===== config.mk =====
export PLATFORM = sky130hd
export DESIGN_NAME = mapper_ram_bridge_flat
export DESIGN_NICKNAME = d
export VERILOG_FILES = /design/src/rtl/mapper_ram_bridge_if.sv /design/src/rtl/mapper_ram_bridge.sv /design/src/flat_wrapper.sv
export SDC_FILE = /design/constraint.sdc
export NUM_CORES = 1
export LEC_CHECK = 0
export BUFFER_PORTS_ARGS = -buffer_cell sky130_fd_sc_hd__buf_2
export CAP_MARGIN = 15
export CORE_MARGIN = 3
export CORE_UTILIZATION = 39
export CTS_CLUSTER_DIAMETER = 40
export DETAILED_ROUTE_END_ITERATION = 12
export GPL_TIMING_DRIVEN = 0
export HOLD_SLACK_MARGIN = 0.03
export PLACE_DENSITY_LB_ADDON = 0.15
export SLEW_MARGIN = 20
export SYNTH_ARGS = -nofsm -noshare
export SYNTH_HDL_FRONTEND = slang
export SYNTH_SLANG_ARGS = --single-unit

===== constraint.sdc =====
create_clock -name clk -period 1.4 [get_ports clk]
set_input_delay 0.21 -clock clk [delete_from_list [all_inputs] [get_ports clk]]
set_output_delay 0.21 -clock clk [all_outputs]
set_load 0.01 [all_outputs]

===== src/rtl/mapper_ram_bridge_if.sv =====
// Signal bundle between the CPU/mapper side, the bridge and the memory port.
// The bridge uses the slave modport; the memory-and-CPU environment uses master.
interface mapper_ram_bridge_if #(
  parameter int ADDR_W = 27
);
  logic              cpu_req;
  logic [7:0]        cpu_data_in;
  logic [ADDR_W-1:0] mapper_addr;
  logic              mapper_ram_cs;
  logic              mapper_rnw;
  logic [7:0]        cpu_data_out;
  logic              cpu_wait;
  logic              mem_req;
  logic [ADDR_W-1:0] mem_addr;
  logic              mem_we;
  logic [7:0]        mem_din;
  logic [7:0]        mem_dout;
  logic              mem_ack;
  logic              timeout_err;

  modport slave (
    input  cpu_req, cpu_data_in, mapper_addr, mapper_ram_cs, mapper_rnw,
    input  mem_dout, mem_ack,
    output cpu_data_out, cpu_wait, mem_req, mem_addr, mem_we, mem_din,
    output timeout_err
  );

  modport master (
    output cpu_req, cpu_data_in, mapper_addr, mapper_ram_cs, mapper_rnw,
    output mem_dout, mem_ack,
    input  cpu_data_out, cpu_wait, mem_req, mem_addr, mem_we, mem_din,
    input  timeout_err
  );
endinterface


===== src/rtl/mapper_ram_bridge.sv =====
// Turns a one-cycle CPU access pulse into a level memory request held until mem_ack.
// Optional wait timeout enabled by defining MAPPER_RAM_BRIDGE_TIMEOUT_EN.
module mapper_ram_bridge #(
  parameter int ADDR_W  = 27,
  parameter int TIMEOUT = 255
) (
  input  logic               clk,
  input  logic               reset,
  mapper_ram_bridge_if.slave bus
);
  localparam logic [1:0] S_IDLE  = 2'd0;
  localparam logic [1:0] S_ISSUE = 2'd1;
  localparam logic [1:0] S_WAIT  = 2'd2;
  localparam logic [1:0] S_DONE  = 2'd3;

  if (TIMEOUT < 1 || TIMEOUT > 65535) begin : g_timeout_range
    $error("mapper_ram_bridge: TIMEOUT must be within 1..65535");
  end

  logic [1:0]        state_q, state_d;
  logic [ADDR_W-1:0] addr_q, addr_d;
  logic              we_q, we_d;
  logic [7:0]        din_q, din_d;
  logic [7:0]        dout_q, dout_d;
  logic              accept;
  logic              busy;

`ifdef MAPPER_RAM_BRIDGE_TIMEOUT_EN
  localparam logic [16:0] TO_LIMIT = 17'(TIMEOUT);
  logic [15:0] cnt_q, cnt_d;
  logic        err_q, err_d;
  logic        expire;

  // Expiry is the WAIT cycle whose increment would make the count reach TIMEOUT.
  assign expire = (({1'b0, cnt_q} + 17'd1) == TO_LIMIT);
`endif

  assign accept = (state_q == S_IDLE) && bus.cpu_req && bus.mapper_ram_cs;
  assign busy   = (state_q == S_ISSUE) || (state_q == S_WAIT);

  always_comb begin
    state_d = state_q;
    addr_d  = addr_q;
    we_d    = we_q;
    din_d   = din_q;
    dout_d  = dout_q;
`ifdef MAPPER_RAM_BRIDGE_TIMEOUT_EN
    cnt_d   = cnt_q;
    err_d   = err_q;
`endif
    case (state_q)
      S_IDLE: begin
        if (accept) begin
          addr_d  = bus.mapper_addr;
          we_d    = ~bus.mapper_rnw;
          din_d   = bus.cpu_data_in;
          state_d = S_ISSUE;
`ifdef MAPPER_RAM_BRIDGE_TIMEOUT_EN
          cnt_d   = 16'd0;
`endif
        end
      end
      S_ISSUE, S_WAIT: begin
        if (bus.mem_ack) begin
          if (!we_q) dout_d = bus.mem_dout;
          state_d = S_DONE;
        end else if (state_q == S_ISSUE) begin
          state_d = S_WAIT;
        end else begin
`ifdef MAPPER_RAM_BRIDGE_TIMEOUT_EN
          if (expire) begin
            if (!we_q) dout_d = 8'hFF;
            err_d   = 1'b1;
            state_d = S_DONE;
          end else begin
            cnt_d = cnt_q + 16'd1;
          end
`endif
        end
      end
      default: state_d = S_IDLE;
    endcase
  end

  always_ff @(posedge clk) begin
    if (reset) begin
      state_q <= S_IDLE;
      addr_q  <= '0;
      we_q    <= 1'b0;
      din_q   <= 8'h00;
      dout_q  <= 8'hFF;
`ifdef MAPPER_RAM_BRIDGE_TIMEOUT_EN
      cnt_q   <= 16'd0;
      err_q   <= 1'b0;
`endif
    end else begin
      state_q <= state_d;
      addr_q  <= addr_d;
      we_q    <= we_d;
      din_q   <= din_d;
      dout_q  <= dout_d;
`ifdef MAPPER_RAM_BRIDGE_TIMEOUT_EN
      cnt_q   <= cnt_d;
      err_q   <= err_d;
`endif
    end
  end

  assign bus.mem_req      = busy;
  assign bus.cpu_wait     = busy || accept;
  assign bus.mem_addr     = addr_q;
  assign bus.mem_we       = we_q;
  assign bus.mem_din      = din_q;
  assign bus.cpu_data_out = dout_q;
`ifdef MAPPER_RAM_BRIDGE_TIMEOUT_EN
  assign bus.timeout_err  = err_q;
`else
  assign bus.timeout_err  = 1'b0;
`endif
endmodule


===== src/flat_wrapper.sv =====
// flat-port wrapper written by rule: the top's interface ports become plain ports
module mapper_ram_bridge_flat 
#(
  parameter int ADDR_W  = 27,
  parameter int TIMEOUT = 255
)
  (clk, reset, bus_cpu_req, bus_cpu_data_in, bus_mapper_addr, bus_mapper_ram_cs, bus_mapper_rnw, bus_mem_dout, bus_mem_ack, bus_cpu_data_out, bus_cpu_wait, bus_mem_req, bus_mem_addr, bus_mem_we, bus_mem_din, bus_timeout_err);
  mapper_ram_bridge_if #(.ADDR_W(ADDR_W)) bus_i ();
  input  logic clk;
  input  logic reset;
  input wire logic [$bits(bus_i.cpu_req)-1:0] bus_cpu_req;
  input wire logic [$bits(bus_i.cpu_data_in)-1:0] bus_cpu_data_in;
  input wire logic [$bits(bus_i.mapper_addr)-1:0] bus_mapper_addr;
  input wire logic [$bits(bus_i.mapper_ram_cs)-1:0] bus_mapper_ram_cs;
  input wire logic [$bits(bus_i.mapper_rnw)-1:0] bus_mapper_rnw;
  input wire logic [$bits(bus_i.mem_dout)-1:0] bus_mem_dout;
  input wire logic [$bits(bus_i.mem_ack)-1:0] bus_mem_ack;
  output wire logic [$bits(bus_i.cpu_data_out)-1:0] bus_cpu_data_out;
  output wire logic [$bits(bus_i.cpu_wait)-1:0] bus_cpu_wait;
  output wire logic [$bits(bus_i.mem_req)-1:0] bus_mem_req;
  output wire logic [$bits(bus_i.mem_addr)-1:0] bus_mem_addr;
  output wire logic [$bits(bus_i.mem_we)-1:0] bus_mem_we;
  output wire logic [$bits(bus_i.mem_din)-1:0] bus_mem_din;
  output wire logic [$bits(bus_i.timeout_err)-1:0] bus_timeout_err;
  assign bus_i.cpu_req = bus_cpu_req;
  assign bus_i.cpu_data_in = bus_cpu_data_in;
  assign bus_i.mapper_addr = bus_mapper_addr;
  assign bus_i.mapper_ram_cs = bus_mapper_ram_cs;
  assign bus_i.mapper_rnw = bus_mapper_rnw;
  assign bus_i.mem_dout = bus_mem_dout;
  assign bus_i.mem_ack = bus_mem_ack;
  assign bus_cpu_data_out = bus_i.cpu_data_out;
  assign bus_cpu_wait = bus_i.cpu_wait;
  assign bus_mem_req = bus_i.mem_req;
  assign bus_mem_addr = bus_i.mem_addr;
  assign bus_mem_we = bus_i.mem_we;
  assign bus_mem_din = bus_i.mem_din;
  assign bus_timeout_err = bus_i.timeout_err;
  mapper_ram_bridge #(.ADDR_W(ADDR_W), .TIMEOUT(TIMEOUT)) u_core (.clk(clk), .reset(reset), .bus(bus_i));
endmodule

==> impl_metrics.yaml, run 1 <==
clock_tree:
  clock_sinks: 46
  cts_made_buffers: 5
  clk_path_buf_depth: 2
  ctsHtreeMaxLevel: 2
  cts-root-buf: "clkbuf_8"
  clk_pin_slew_worst_paths_ns: 0.08
  cts_tree: "built"
  cts_hold_buf: 0
  clock_latency_ns: 0.29
pwr:
  ir_drop_mv: 0.9051
  power_density_nw_per_um2: 1550
  p_leak_uw: 0.001173
  total_power_uw: 3752
place:
  hpwlAfterDp_mm: 2.984
  place_congestion: 0.7342
  numPortBuffers: 94
logic_synthesis:
  synth_top_area_share_pct: 55.17
  ys_ff_latch: 46
  syn_avg_cell_area_um2: 8.304
  synth_cell_types: 23
  netlist_area_um2: 1669
  synth_area_leaders: "dfxtp_1 55%, nand2_1 18%, a21oi_1 11%"
  yosysTopAreaCell: "dfxtp_1"
  syn-num-nets: 253
  seq_area_frac_synth_pct: 55.17
  synth_cells: 201
  synth_warnings: 0
setup_path:
  crit_type: "reg2reg"
  crit_arrival_ns: 1.70
  startpoint_type: "flop"
  cp-end-kind: "flop"
  cp.required_ns: 1.62
  path_max_fanout: 6
timing:
  rsz0062_at_grt: "true"
  fin_crit_ns: 1.478
  timing.setup.tns_ns: -0.1021
  finalCritPeriodShare_pct: 105.6
  hold_viol_final: 0
  maxSlewViolCount: 0
  fmax_mhz: 676.4
  finClkSkew_ns: 0.006003
  fin_ws_ns: -0.07842
  finalSetupViolations: 2
finish:
  drive_above_1_share_pct: 39.22
  nFillCells: 408
  finalNetCount: 357
  syn2layout_area_growth_pct: 45.05
  n_antenna_cell: 0
job:
  maxCapViolCount: 0
detailed_routing:
  vias_per_cell: 4.551
  via_count: 1620
  drcViolationCount: 0
  ant_nets: 0
  finalWirelength_mm: 4.019
  drt_iter0_markers: 64
  firstDrtPassIters: 4
  wire_per_inst_um: 11.29
global_routing:
  grt_max_degree: 15
  antenna_found_initial: 0
  track_usage_pct: 16.01
  gr-total-overflow: 0
  grt_pass1_wl_mm: 6.617
  grt_pass1_vias: 1508
run_status:
  violations: "negative setup slack"
  status: "finished, violations left"
die:
  dieHeight_um: 71.42
  die_area_um2: 5101
  pin_count: 96
  rows: 23
  die_width_um: 71.42
  coreArea_um2: 4058
  initial_utilization_pct: 41.13
hold_path:
  hold_class: "in2reg"
==> layout make-up <==
| type | instances | area, um2 | area share (%) |
|---|---|---|---|
| inverter | 3 | 11.26 | 0.4651 |
| clock buffer | 6 | 72.57 | 2.997 |
| sequential | 46 | 923.4 | 38.14 |
| clock inverter | 2 | 37.54 | 1.550 |
| multi-input combinational | 139 | 714.4 | 29.51 |
| timing repair buffer | 97 | 505.5 | 20.88 |
| tap | 50 | 62.56 | 2.584 |
| buffer | 13 | 93.84 | 3.876 |
==> cells by family (layout without fill, tap and decap cells) <==
| group | Yosys count | after routing | share of synthesized area (%) |
|---|---|---|---|
| buffers and inverters | 16 | 121 | 4.197 |
| muxes | 8 | 8 | 4.798 |
| adders and majority gates | 3 | 3 | 2.249 |
| DFF | 46 | 46 | 55.17 |
| other | 1 | 1 | 0.2247 |
| AOI/OAI and AO/OA | 42 | 42 | 13.19 |
| and+or+nand+nor | 85 | 85 | 20.17 |
==> where the power goes <==
part	switching [uW]	internal (uW)
clock	421	532
sequential	81.6	1480
combinational	627	606
total	1130	2620
==> synthesized netlist by cell type (all sizes together) <==
cell    instances
a211oi          1
a21boi          1
a21oi          37
and3            1
buf             7
clkbuf          6
clkinv          1
conb            1
dfxtp          46
ha              3
inv             2
mux2i           8
nand2          78
nand2b          1
nand3           1
nand3b          1
nor2            1
nor3b           1
o211a           1
o21ai           2
or4             1
==> worst max-delay path, cell delays in order, from the launching register on <==
cell     delay [ns]
dfxtp_2        0.34
inv_2          0.05
ha_4           0.26
nor3b_4        0.16
or4_1          0.48
a21oi_1        0.12
==> per-layer routing <==
layer / track usage, % / wire, um / vias to the layer above
li1: - / - / 861
met5: 0 / 0 / -
met3: 6.031 / 344 / 4
met4: 3.758 / 32 / 0
met2: 26.22 / 1914 / 53
met1: 20.00 / 1727 / 702
==> what timing repair did <==
| action | CTS | global route |
|---|---|---|
| gates cloned | 0 | 0 |
| hold endpoints to repair | 0 | 0 |
| setup buffers | 2 | 1 |
| resized for setup | 8 | 13 |
| setup endpoints to repair | 32 | 35 |
| pin swaps | 0 | 0 |
==> metrics by stage <==
stage                     worst slack, ns  utilization [%]  cells  hold WS [ns]  instance area [um2]
final                            -0.07842            59.67    356       0.09376                 2421
after global routing              -0.1341            59.67    356       0.08911                 2421
after CTS                        -0.07894            58.50    355       0.08325                 2374
after detailed placement          -0.1696            54.64    345        0.4013                 2217
after global placement            -0.1363            54.64    345        0.3939                 2217
after floorplan                -0.0002193                -    201        0.3057                 1684
==> cell usage in the layout (no fill, tap or decap), drive strengths merged <==
| master | instances |
|---|---|
| buf | 104 |
| nand2 | 78 |
| dfxtp | 46 |
| a21oi | 37 |
| clkbuf | 12 |
| mux2i | 8 |
| ha | 3 |
| inv | 2 |
| o21ai | 2 |
| nand3 | 1 |
| nand2b | 1 |
| and3 | 1 |
| a21boi | 1 |
| nor3b | 1 |
| or4 | 1 |
| clkinv | 1 |
| nand3b | 1 |
| o211a | 1 |
| nor2 | 1 |
| a211oi | 1 |
| conb | 1 |
| clkinvlp | 1 |
| bufinv | 1 |
==> path summary, 6_finish.rpt <==
kind / startpoint / endpoint / slack [ns] / cells after the start
worst max-delay path: u_core.state_q[1] / u_core.state_q[0] / -0.08 / 5
worst min-delay path: bus_mapper_rnw / u_core.bus.mem_we / 0.09 / 2
worst max register to register: u_core.state_q[1] / u_core.state_q[0] / -0.08 / 5
worst min register to register: u_core.bus.mem_addr[1] / u_core.bus.mem_addr[1] / 0.45 / 2
==> state kept, by name, indices dropped and copies added (netlist names) <==
register	count
u_core.bus.cpu_data_out	8
u_core.state_q	2
u_core.bus.mem_addr	27
u_core.bus.mem_we	1
u_core.bus.mem_din	8
Power figures use the tool's default switching activity.
==> run 2, diff against run 1 <==
- CELL_PAD_IN_SITES_DETAIL_PLACEMENT: unset -> 0
- CELL_PAD_IN_SITES_GLOBAL_PLACEMENT: unset -> 1
- CORE_UTILIZATION: 39 -> 27
==> impl_metrics.yaml, run 2 (same netlist as run 1, synthesis figures left out) <==
detailed_routing:
  vias_per_cell: 4.285
  drcViolationCount: 0
  ant_nets: 0
  drt_iter0_markers: 33
  firstDrtPassIters: 3
  via_count: 1637
  finalWirelength_mm: 4.596
  wire_per_inst_um: 12.03
timing:
  rsz0062_at_grt: "true"
  finalSetupViolations: 2
  finalCritPeriodShare_pct: 106.2
  fmax_mhz: 672.4
  finClkSkew_ns: 0.004556
  fin_crit_ns: 1.487
  maxSlewViolCount: 0
  hold_viol_final: 0
  worst_pin_slew_ns: 0.5146
  fin_ws_ns: -0.08720
  timing.setup.tns_ns: -0.1003
  slew_headroom_pct: 65.69
clock_tree:
  clk_path_buf_depth: 2
  cts_tree: "built"
  ctsHtreeMaxLevel: 2
  cts_hold_buf: 0
  cts_made_buffers: 5
  clock_latency_ns: 0.29
  clk_pin_slew_worst_paths_ns: 0.08
  clock_sinks: 46
  cts-root-buf: "clkbuf_8"
place:
  hpwlAfterDp_mm: 3.254
  place_congestion: 0.6827
  dp.cells: 370
  numPortBuffers: 94
  place_ws_ns: -0.2507
finish:
  multi_input_area_um2: 734.5
  largest_reg_flops: 27
  syn2layout_area_growth_pct: 47.23
  final_cell_mix: "95 x buf_2, 78 x nand2_1, 44 x dfxtp_1"
  final_cells: 382
  nFillCells: 653
  layout.area.seq_um2: 923.4
  n_antenna_cell: 0
  layout_commonest_cell: "buf_2"
  finalNetCount: 359
  drive_above_1_share_pct: 40.07
pwr:
  power_density_nw_per_um2: 1492
  ir_drop_mv: 0.5966
  p_leak_uw: 0.001171
  total_power_uw: 3666
setup_path:
  reg2reg_depth: 5
  path_max_fanout: 6
  startpoint_type: "flop"
  cp.required_ns: 1.62
  crit_type: "reg2reg"
  cp-end-kind: "flop"
  crit_arrival_ns: 1.70
die:
  coreArea_um2: 5956
  die_area_um2: 7161
  pin_count: 96
  rows: 28
  initial_utilization_pct: 28.03
  dieHeight_um: 84.63
  die_width_um: 84.63
global_routing:
  track_usage_pct: 13.00
  grt_pass1_vias: 1640
  antenna_found_initial: 0
  grt_pass1_wl_mm: 7.590
  gr-total-overflow: 0
  grt_max_degree: 13
hold_path:
  whs_path_depth: 2
  hold_class: "in2reg"
run_status:
  violations: "negative setup slack"
  status: "finished, violations left"
job:
  maxCapViolCount: 0
==> run 2: worst paths after layout <==
check	to	from	slack, ns
max	u_core.state_q[0]	u_core.state_q[1]	-0.09
min	u_core.bus.mem_we	bus_mapper_rnw	0.09
max reg2reg	u_core.state_q[0]	u_core.state_q[1]	-0.09
min reg2reg	u_core.bus.mem_addr[3]	u_core.bus.mem_addr[3]	0.45
==> run 2: final cells by class <==
| cell class | instances | share of cell area [%] |
|---|---|---|
| buffer | 13 | 3.971 |
| multi-input combinational | 139 | 29.89 |
| inverter | 3 | 0.4582 |
| timing repair buffer | 99 | 21.18 |
| tap | 75 | 3.819 |
| clock buffer | 7 | 3.106 |
| sequential | 46 | 37.58 |
==> run 2: metal layers <==
metal | wire length (um) | GRT usage, % | up-vias | share of wire (%)
met2 | 2088 | 21.57 | 56 | 45
met3 | 426 | 5.397 | 5 | 9.3
met4 | 33 | 3.022 | 0 | 0.72
met1 | 2047 | 15.70 | 716 | 45
li1 | - | - | 860 | -
met5 | 0 | 0 | - | 0
==> run 2: worst max-delay path, stage by stage (launching register included) <==
cell and delay, ns:
dfxtp_2 0.34, inv_2 0.05, ha_4 0.26, nor3b_4 0.16
or4_4 0.48, a21oi_2 0.14
==> run 2: metrics by stage <==
step	cell area (um2)	utilization [%]	hold WS, ns
floorplan	1684	-	0.3057
global placement	2248	37.75	0.3912
detailed placement	2248	37.75	0.3955
CTS	2385	40.04	0.07795
global route	2457	41.26	0.09061
finish	2457	41.26	0.09090
==> run 2: where the power goes <==
part	internal, uW	switching (uW)	leakage (uW)
Combinational	667	681	0.000757
Clock	345	413	0.0000383
Sequential	1480	78.3	0.000376
Total	2490	1170	0.00117
==> run 2: what timing repair did <==
action / in CTS / in global routing
setup endpoints to repair: 32 / 36
setup buffers: 3 / 2
gates resized for setup: 11 / 13
pin swaps: 0 / 2
==> run 3, diff against run 2 <==
- MAX_ROUTING_LAYER: unset -> met4
==> impl_metrics.yaml, run 3 (same netlist as run 1, synthesis figures left out) <==
timing:
  hold_viol_final: 0
  finalCritPeriodShare_pct: 106.2
  fin_ws_ns: -0.08746
  fin_crit_ns: 1.487
  finClkSkew_ns: 0.004306
  fmax_mhz: 672.3
  worst_pin_slew_ns: 0.5030
  maxSlewViolCount: 0
  rsz0062_at_grt: "true"
  finalSetupViolations: 2
  slew_headroom_pct: 66.47
die:
  initial_utilization_pct: 28.03
  dieHeight_um: 84.63
  die_area_um2: 7161
  rows: 28
  die_width_um: 84.63
  pin_count: 96
  coreArea_um2: 5956
finish:
  layout_commonest_cell: "buf_2"
  syn2layout_area_growth_pct: 47.23
  fin_util_pct: 41.26
  finalNetCount: 359
  drive_above_1_share_pct: 40.07
  nFillCells: 653
  final_cell_mix: "95 x buf_2, 78 x nand2_1, 44 x dfxtp_1"
  n_antenna_cell: 0
  largest_reg_flops: 27
  multi_input_area_um2: 734.5
  layout.area.seq_um2: 923.4
  design_area_um2: 2457
place:
  numPortBuffers: 94
  hpwlAfterDp_mm: 3.254
  dpl-instance-area_um2: 2248
  place_congestion: 0.6897
clock_tree:
  clock_latency_ns: 0.29
  cts-root-buf: "clkbuf_8"
  ctsHtreeMaxLevel: 2
  cts_made_buffers: 5
  clk_pin_slew_worst_paths_ns: 0.08
  clock_sinks: 46
  clk_path_buf_depth: 2
  cts_tree: "built"
detailed_routing:
  finalWirelength_mm: 4.602
  drt_iter0_markers: 43
  vias_per_cell: 4.327
  ant_nets: 0
  drcViolationCount: 0
  wire_per_inst_um: 12.05
  via_count: 1653
  firstDrtPassIters: 4
run_status:
  violations: "negative setup slack"
  status: "finished, violations left"
setup_path:
  r2r-end: "u_core.state_q[0]"
  r2r_slack_ns: -0.09
  crit_type: "reg2reg"
  reg2reg_depth: 5
  r2r_start: "u_core.state_q[1]"
  path_max_fanout: 6
  cp-end-kind: "flop"
  max_stage_delay_ns: 0.48
  crit_arrival_ns: 1.70
  path_cells: "inv_2 -> ha_4 -> nor3b_4 -> or4_4 -> a21oi_2"
  slowest_stage: "or4_4"
  cp.required_ns: 1.62
  startpoint_type: "flop"
global_routing:
  antenna_found_initial: 0
  grt_pass1_vias: 1640
  grt_pass1_wl_mm: 7.590
  grt_use_met3_pct: 4.318
  grt_max_degree: 13
  grtUsageMet2_pct: 21.57
  track_usage_pct: 13.39
  busiest_layer: "met2"
  use_met1_pct: 16.37
  gr-total-overflow: 0
hold_path:
  holdPathEnd: "u_core.bus.mem_we"
  min-delay-start: "bus_mapper_rnw"
  hold_class: "in2reg"
  whs_path_depth: 2
pwr:
  p_int_uw: 2494
  pwr-share-clk_pct: 20.6
  ir_drop_mv: 0.5967
  switchingPower_uw: 1173
  p_leak_uw: 0.001171
  power_density_nw_per_um2: 1492
  switching_share_pct: 31.98
  pwr-share-comb_pct: 36.8
  power_frac_seq_pct: 42.6
job:
  maxCapViolCount: 0
==> run 3: worst max-delay path: cells and delay by family (launching register included) <==
kind	cells	cell delay, ns
flops	1	0.34
buf+inv	1	0.05
simple gates	2	0.64
compound gates	1	0.14
fa+ha+maj	1	0.26
==> run 3: through the flow <==
| stage | TNS (ns) | std cells | total power, uW | hold slack [ns] | worst slack, ns |
|---|---|---|---|---|---|
| 2_1_floorplan | -0.0002193 | 201 | 2295 | 0.3057 | -0.0002193 |
| 3_3_place_gp | -5.748 | 370 | 2689 | 0.3912 | -0.2028 |
| 3_5_place_dp | -6.525 | 370 | 2697 | 0.3955 | -0.2507 |
| 4_1_cts | -0.1070 | 380 | 3594 | 0.07795 | -0.06998 |
| 5_1_grt | -0.2243 | 382 | 3959 | 0.09061 | -0.1553 |
| 6_report | -0.1008 | 382 | 3667 | 0.09062 | -0.08746 |
==> run 3: cell type report <==
type,count,share of cell area [%]
inverter,3,0.4582
buffer,13,3.971
tap,75,3.819
clock buffer,7,3.106
multi-input combinational,139,29.89
timing repair buffer,99,21.18
sequential,46,37.58
==> run 3: power by group through the flow <==
stage                     sequential, uW  combinational [uW]  clock (uW)
after floorplan                     1670                 626           0
after global placement              1600                1090           0
after detailed placement            1600                1100           0
after CTS                           1560                1230         804
after global routing                1590                1500         865
final                               1560                1350         757
==> run 3: worst max-delay path by stage <==
stage	start	endpoint	depth (start not counted)
CTS	u_core.state_q[1]	u_core.state_q[0]	5
detailed placement	u_core.state_q[0]	u_core.bus.mem_din[4]	6
global route	u_core.state_q[1]	u_core.state_q[0]	5
global placement	u_core.state_q[0]	u_core.bus.mem_addr[12]	6
floorplan	u_core.state_q[1]	u_core.state_q[0]	5
finish	u_core.state_q[1]	u_core.state_q[0]	5
==> run 3: layer usage <==
layer / wire length [um] / vias up
li1: - / 862
met1: 2112 / 728
met2: 2100 / 58
met3: 355 / 5
met4: 33 / 0
met5: 0 / -
==> run 3: what timing repair did <==
item	in CTS	in global routing
resized for setup	11	13
pin swaps	0	2
hold buffers	0	0
setup buffers	3	2
endpoints found under the setup margin	32	36
